[config.mk]
export PLATFORM = sky130hd
export DESIGN_NAME = pipelined_csel_adder
export DESIGN_NICKNAME = d
export VERILOG_FILES = /design/src/rtl/csel_pkg.sv /design/src/rtl/csel_group.sv /design/src/rtl/pipelined_csel_adder.sv
export SDC_FILE = /design/constraint.sdc
export NUM_CORES = 1
export LEC_CHECK = 0
export ABC_CLOCK_PERIOD_IN_PS = 4800
export BUFFER_PORTS_ARGS = -buffer_cell sky130_fd_sc_hd__buf_2
export CORE_ASPECT_RATIO = 0.75
export CORE_UTILIZATION = 40
export CTS_BUF_LIST = sky130_fd_sc_hd__clkbuf_4
export DETAILED_ROUTE_END_ITERATION = 12
export PLACE_DENSITY = 0.72
export SKIP_CTS_REPAIR_TIMING = 1
export SLEW_MARGIN = 40
export SYNTH_ARGS = -nofsm -noshare
export SYNTH_HDL_FRONTEND = slang
export SYNTH_HIERARCHICAL = 1
export SYNTH_SLANG_ARGS = --single-unit
[constraint.sdc]
create_clock -name clk -period 4.8 [get_ports clk]
set_input_delay 0.48 -clock clk [delete_from_list [all_inputs] [get_ports clk]]
set_output_delay 0.48 -clock clk [all_outputs]
set_load 0.05 [all_outputs]
[src/rtl/csel_pkg.sv]
// Shared types and helpers for the pipelined carry-select adder/subtractor.
package csel_pkg;

    // Operation select: add or subtract.
    typedef enum logic {
        MODE_ADD = 1'b0,
        MODE_SUB = 1'b1
    } mode_e;

    // Legal geometry: WIDTH splits into whole groups, groups split evenly across stages.
    function automatic bit params_ok(input int unsigned width,
                                     input int unsigned block,
                                     input int unsigned stages);
        bit ok;
        ok = 1'b1;
        if (block == 0 || stages == 0 || width == 0) begin
            ok = 1'b0;
        end else if ((width % block) != 0) begin
            ok = 1'b0;
        end else if (stages > (width / block) || ((width / block) % stages) != 0) begin
            ok = 1'b0;
        end
        return ok;
    endfunction

endpackage

[src/rtl/csel_group.sv]
// One carry-select group: two ripple sums (carry-in 0 and 1) and a select mux.
module csel_group #(
    parameter int unsigned BLOCK = 4
) (
    input  logic [BLOCK-1:0] a,
    input  logic [BLOCK-1:0] b,
    input  logic             c_in,
    output logic [BLOCK-1:0] s,
    output logic             c_out
);

    logic [BLOCK:0]   k0;
    logic [BLOCK:0]   k1;
    logic [BLOCK-1:0] s0;
    logic [BLOCK-1:0] s1;

    // Speculative ripple sums for both possible incoming carries.
    always_comb begin
        k0    = '0;
        k1    = '0;
        s0    = '0;
        s1    = '0;
        k0[0] = 1'b0;
        k1[0] = 1'b1;
        for (int i = 0; i < int'(BLOCK); i++) begin
            s0[i]   = a[i] ^ b[i] ^ k0[i];
            k0[i+1] = (a[i] & b[i]) | (k0[i] & (a[i] ^ b[i]));
            s1[i]   = a[i] ^ b[i] ^ k1[i];
            k1[i+1] = (a[i] & b[i]) | (k1[i] & (a[i] ^ b[i]));
        end
    end

    // The real incoming carry picks one candidate.
    assign s     = c_in ? s1 : s0;
    assign c_out = c_in ? k1[BLOCK] : k0[BLOCK];

endmodule

[src/rtl/pipelined_csel_adder.sv]
// Pipelined carry-select adder/subtractor with valid/ready flow control.
module pipelined_csel_adder
    import csel_pkg::*;
#(
    parameter int unsigned WIDTH  = 16,
    parameter int unsigned BLOCK  = 4,
    parameter int unsigned STAGES = 2
) (
    input  logic             clk,
    input  logic             rst_n,
    input  logic             in_valid,
    output logic             in_ready,
    input  logic [WIDTH-1:0] a,
    input  logic [WIDTH-1:0] b,
    input  logic             cin,
    input  mode_e            mode,
    output logic             out_valid,
    input  logic             out_ready,
    output logic [WIDTH-1:0] sum,
    output logic             cout,
    output logic             ovf
);

    localparam int unsigned NBLK = WIDTH / BLOCK;
    localparam int unsigned BPS  = NBLK / STAGES;
    localparam int unsigned LAST = STAGES - 1;

    if (!params_ok(WIDTH, BLOCK, STAGES)) begin : g_param_err
        $error("pipelined_csel_adder: illegal WIDTH/BLOCK/STAGES combination");
    end

    // Per-stage payload: operands (b already inverted for SUB), partial sum, carry into next stage.
    typedef struct packed {
        logic [WIDTH-1:0] a;
        logic [WIDTH-1:0] b;
        logic [WIDTH-1:0] s;
        logic             c;
    } stage_t;

    stage_t            st_in [STAGES];
    stage_t            st_nx [STAGES];
    stage_t            st_q  [STAGES];
    logic [STAGES-1:0] v_q;
    logic [STAGES-1:0] up_v;
    logic [STAGES-1:0] adv;
    logic [STAGES-1:0] ld;
    logic              ovf_q;
    logic              ovf_d;

    logic [BLOCK-1:0]  gs [NBLK];
    logic [NBLK-1:0]   gc;
    logic [NBLK-1:0]   gci;

    // Stage inputs: stage 0 takes the ports, later stages take the previous register.
    always_comb begin
        for (int s = 0; s < int'(STAGES); s++) begin
            st_in[s] = '0;
        end
        st_in[0].a = a;
        st_in[0].b = (mode == MODE_SUB) ? ~b : b;
        st_in[0].s = '0;
        st_in[0].c = (mode == MODE_SUB) ? 1'b1 : cin;
        for (int s = 1; s < int'(STAGES); s++) begin
            st_in[s] = st_q[s-1];
        end
    end

    // Carry-select groups; the first group of each stage uses that stage's registered carry.
    for (genvar g = 0; g < int'(NBLK); g++) begin : g_grp
        localparam int unsigned STG = g / BPS;
        if ((g % BPS) == 0) begin : g_first
            assign gci[g] = st_in[STG].c;
        end else begin : g_chain
            assign gci[g] = gc[g-1];
        end
        csel_group #(.BLOCK(BLOCK)) u_grp (
            .a     (st_in[STG].a[g*BLOCK +: BLOCK]),
            .b     (st_in[STG].b[g*BLOCK +: BLOCK]),
            .c_in  (gci[g]),
            .s     (gs[g]),
            .c_out (gc[g])
        );
    end

    // Merge each stage's resolved groups into the travelling partial sum; derive final overflow.
    always_comb begin
        ovf_d = 1'b0;
        for (int s = 0; s < int'(STAGES); s++) begin
            st_nx[s] = st_in[s];
        end
        for (int g = 0; g < int'(NBLK); g++) begin
            st_nx[g / BPS].s[g*BLOCK +: BLOCK] = gs[g];
        end
        for (int s = 0; s < int'(STAGES); s++) begin
            st_nx[s].c = gc[s*BPS + BPS - 1];
        end
        ovf_d = (st_in[LAST].a[WIDTH-1] == st_in[LAST].b[WIDTH-1]) &&
                (st_nx[LAST].s[WIDTH-1] != st_in[LAST].a[WIDTH-1]);
    end

    // Advance chain: a stage loads when empty or when its content moves downstream this cycle.
    always_comb begin
        adv       = '0;
        ld        = '0;
        up_v      = '0;
        up_v[0]   = in_valid;
        adv[LAST] = v_q[LAST] && out_ready;
        ld[LAST]  = !v_q[LAST] || adv[LAST];
        for (int s = int'(STAGES) - 2; s >= 0; s--) begin
            adv[s]    = v_q[s] && ld[s+1];
            ld[s]     = !v_q[s] || adv[s];
            up_v[s+1] = v_q[s];
        end
    end

    // Stage registers; payload only updates when a valid operation moves in.
    always_ff @(posedge clk) begin
        if (!rst_n) begin
            v_q   <= '0;
            ovf_q <= 1'b0;
            for (int s = 0; s < int'(STAGES); s++) begin
                st_q[s] <= '0;
            end
        end else begin
            for (int s = 0; s < int'(STAGES); s++) begin
                if (ld[s]) begin
                    v_q[s] <= up_v[s];
                    if (up_v[s]) begin
                        st_q[s] <= st_nx[s];
                    end
                end
            end
            if (ld[LAST] && up_v[LAST]) begin
                ovf_q <= ovf_d;
            end
        end
    end

    assign in_ready  = ld[0];
    assign out_valid = v_q[LAST];
    assign sum       = st_q[LAST].s;
    assign cout      = st_q[LAST].c;
    assign ovf       = ovf_q;

endmodule

==> results.toml <==
[cells_and_area]
antenna-diode-count = 0
flow.area_growth_from_synthesis_pct = 15.84
nNetsFinal = 319
final_cell_count_no_fill = 340
layout-drive-gt1-share = 0.2557
stdcell_area_sq_um = 2846
final_core_util = 0.4861

[route]
post_drt_wl_per_cell_um = 10.81
initialDrtViolationCount = 37
first_pass_iters = 4
num_vias = 1452
route.detailed.drc = 0
post_detailed_route_via_to_cell_ratio = 4.271
aggregate_routed_wire_length_mm = 3.674
postRouteAntennaNets = 0

[timing]
grt_setup_unrepaired = "false"
final_max_slew_viols = 0
finalClockSkew_ns = 0.01132
layout_worst_path_cycle_share = 0.8049
final.hold.worst_slack_ns = 0.3926
report.final.hold_viol_count = 0
crit_path_time_final_ns = 3.863
fmaxAchievable_mhz = 258.8
slew_headroom = 0.5063
transition_time_at_the_pin_with_the_least_slew_margin_ns = 0.7388
setup_viol_count_final = 0
setup_total_negative_slack_ns = 0

[cts]
cts-buffers-inserted = 5
root_cell_of_the_clock_tree = "clkbuf_4"
clock_sinks = 45
register_clock_pin_slew_on_the_reported_worst_setup_and_hold_paths_ns = 0.13
clock_latency_ns = 0.35
cts_buffer_depth = 2
cts_tree = "yes"
h-tree-depth = 2

[min_path]
class_of_the_tightest_hold_or_removal_check = "in2reg"
hold_path_depth = 2
worst_hold_path.endpoint = "st_q[0][45]$_SDFFCE_PN0P_"
worst_hold_launch = "a[12]"

[synthesis]
synthesis.nets = 260
synth_top_cell_area_share = 0.5132
synth_top_cell_by_area = "edfxtp_1"
synth.yosys.seq_area_share = 0.5377
synthTopCellsByArea = "edfxtp_1 (51%), fa_1 (9.8%), and2_1 (8.7%), inv_1 (7.6%), xor2_1 (4.3%)"
synthesis.yosys.warnings = 6
post_synthesis_average_cell_area_sq_um = 12.17
synth_seq_cells = 45
netlist_instances = 202
synthesis.area_sq_um = 2457
synth_cell_types = 23

[grt]
grt_max_degree = 35
globalRouteOverflowTotal = 0
grt_pass1_vias = 1364
grt_pass1_wl_mm = 6.134
global_route.usage.total = 0.1269
antenna_violations_before_repair = 0

[worst_setup_path]
wp_data_arrival_ns = 4.09
regToRegEndpoint = "ovf$_SDFFE_PN0N_"
start_kind = "primary input"
critPathKind = "in2reg"
r2r_cells = 19
critical_path_peak_fanout = 17
worst-r2r-setup-slack_ns = 1.07
cp_data_required_time_ns = 5.03
r2r_startpoint = "st_q[0][41]$_SDFFCE_PN0P_"
end_kind = "register"

[placed_design]
dp_hpwl_mm = 2.699
placed_cell_areas_sq_um = 2796
port-buffer-count = 57
gp_congestion = 0.7261
place_inst = 332

[power_and_ir_drop]
static-leakage-power_uw = 0.001383
power_per_cell_area_nw_per_um2 = 303.5
peakVddDrop_v = 0.0001380

[floorplan]
die_x_um = 92.51
row_count = 24
floorplan.initialDensity = 0.4197
io-pin-count = 58
core_area_sq_um = 5856
floorplan.die_area_sq_um = 6464
die_y_um = 69.88

[flow_run]
timing.max_cap.violations = 0

[outcome]
outcome = "finished, final reports clean"
cell usage after synthesis:
cell type,n
a21boi_0,2
a21o_1,1
and2_1,34
buf_2,1
buf_4,1
buf_6,3
dfxtp_1,3
edfxtp_1,42
fa_1,12
ha_1,8
inv_1,50
mux2i_1,4
nand2_1,5
nand2b_1,1
nand3b_2,1
nor2_1,9
nor3b_1,1
o211a_2,1
o211ai_1,1
o311a_1,1
or2_2,1
xnor2_1,8
xor2_1,12
where the power goes:
group / leakage [uW] / switching, uW / internal [uW]
Sequential: 0.000480 / 11.8 / 474
Combinational: 0.000873 / 134 / 73.0
Clock: 0.0000300 / 118 / 53.2
state kept, by name, indices dropped and copies added (netlist names):
register	flops
v_q	2
st_q	42
ovf	1
metal layers:
layer | part of all wire | up-vias | routed length (um) | track usage
met5 | 0 | - | 0 | 0
met4 | 0.012 | 0 | 45 | 0.04514
met3 | 0.062 | 7 | 227 | 0.03922
met2 | 0.51 | 39 | 1877 | 0.2280
met1 | 0.41 | 670 | 1523 | 0.1412
li1 | - | 736 | - | -
worst max-delay path by stage:
stage	depth (start not counted)	slack, ns	from	end
6_report	20	0.94	mode	st_q[0][8]$_SDFFCE_PN0P_
2_1_floorplan	21	0.80	mode	st_q[0][8]$_SDFFCE_PN0P_
5_1_grt	20	0.68	mode	st_q[0][8]$_SDFFCE_PN0P_
3_5_place_dp	20	0.52	mode	st_q[0][8]$_SDFFCE_PN0P_
3_3_place_gp	20	0.65	mode	st_q[0][8]$_SDFFCE_PN0P_
4_1_cts	20	0.89	mode	st_q[0][8]$_SDFFCE_PN0P_
cells in the final DEF (no fill, tap or decap), types with 2 or more instances in the layout:
master and instances:
and2_1 34, inv_1 50, nand2_1 4, mux2i_1 4
clkinv_1 2, nor2_1 9, xnor2_1 8, a21boi_0 2
fa_1 12, edfxtp_1 42, ha_1 8, buf_2 57
clkbuf_4 5, dfxtp_1 3, xor2_1 12
cells by family (layout without fill, tap and decap cells):
family | after synthesis | count (layout) | synth area share
simple gates | 52 | 52 | 0.1207
xor+xnor | 20 | 20 | 0.07128
mux | 4 | 4 | 0.01629
buf+inv | 55 | 115 | 0.09521
fa+ha+maj | 20 | 20 | 0.1385
compound gates | 6 | 6 | 0.02037
flops | 45 | 45 | 0.5377
worst max-delay path, cell delays in order:
cell,delay (ns)
buf_2,0.39
xor2_1,0.23
inv_1,0.06
ha_1,0.17
inv_1,0.05
mux2i_1,0.07
fa_1,0.36
inv_1,0.08
fa_1,0.15
inv_1,0.05
fa_1,0.36
inv_1,0.13
mux2i_1,0.27
fa_1,0.20
inv_1,0.05
fa_1,0.36
inv_1,0.08
fa_1,0.40
inv_1,0.05
and2_1,0.10
through the flow:
step           total power [uW]  setup slack, ns
6_report                  863.9           0.9366
5_1_grt                   913.5           0.6838
4_1_cts                   877.0           0.8913
3_5_place_dp              706.6           0.5182
3_3_place_gp              698.7           0.6515
2_1_floorplan             654.9           0.7994
cell type report:
type	count	area (sq um)
Multi-Input combinational cell	102	904.6
Inverter	50	187.7
Clock buffer	5	37.54
Sequential cell	45	1321
Clock inverter	3	12.51
Tap cell	78	97.59
Fill cell	550	3009
Timing Repair Buffer	57	285.3
No activity file was read; power rests on OpenSTA's default activity.
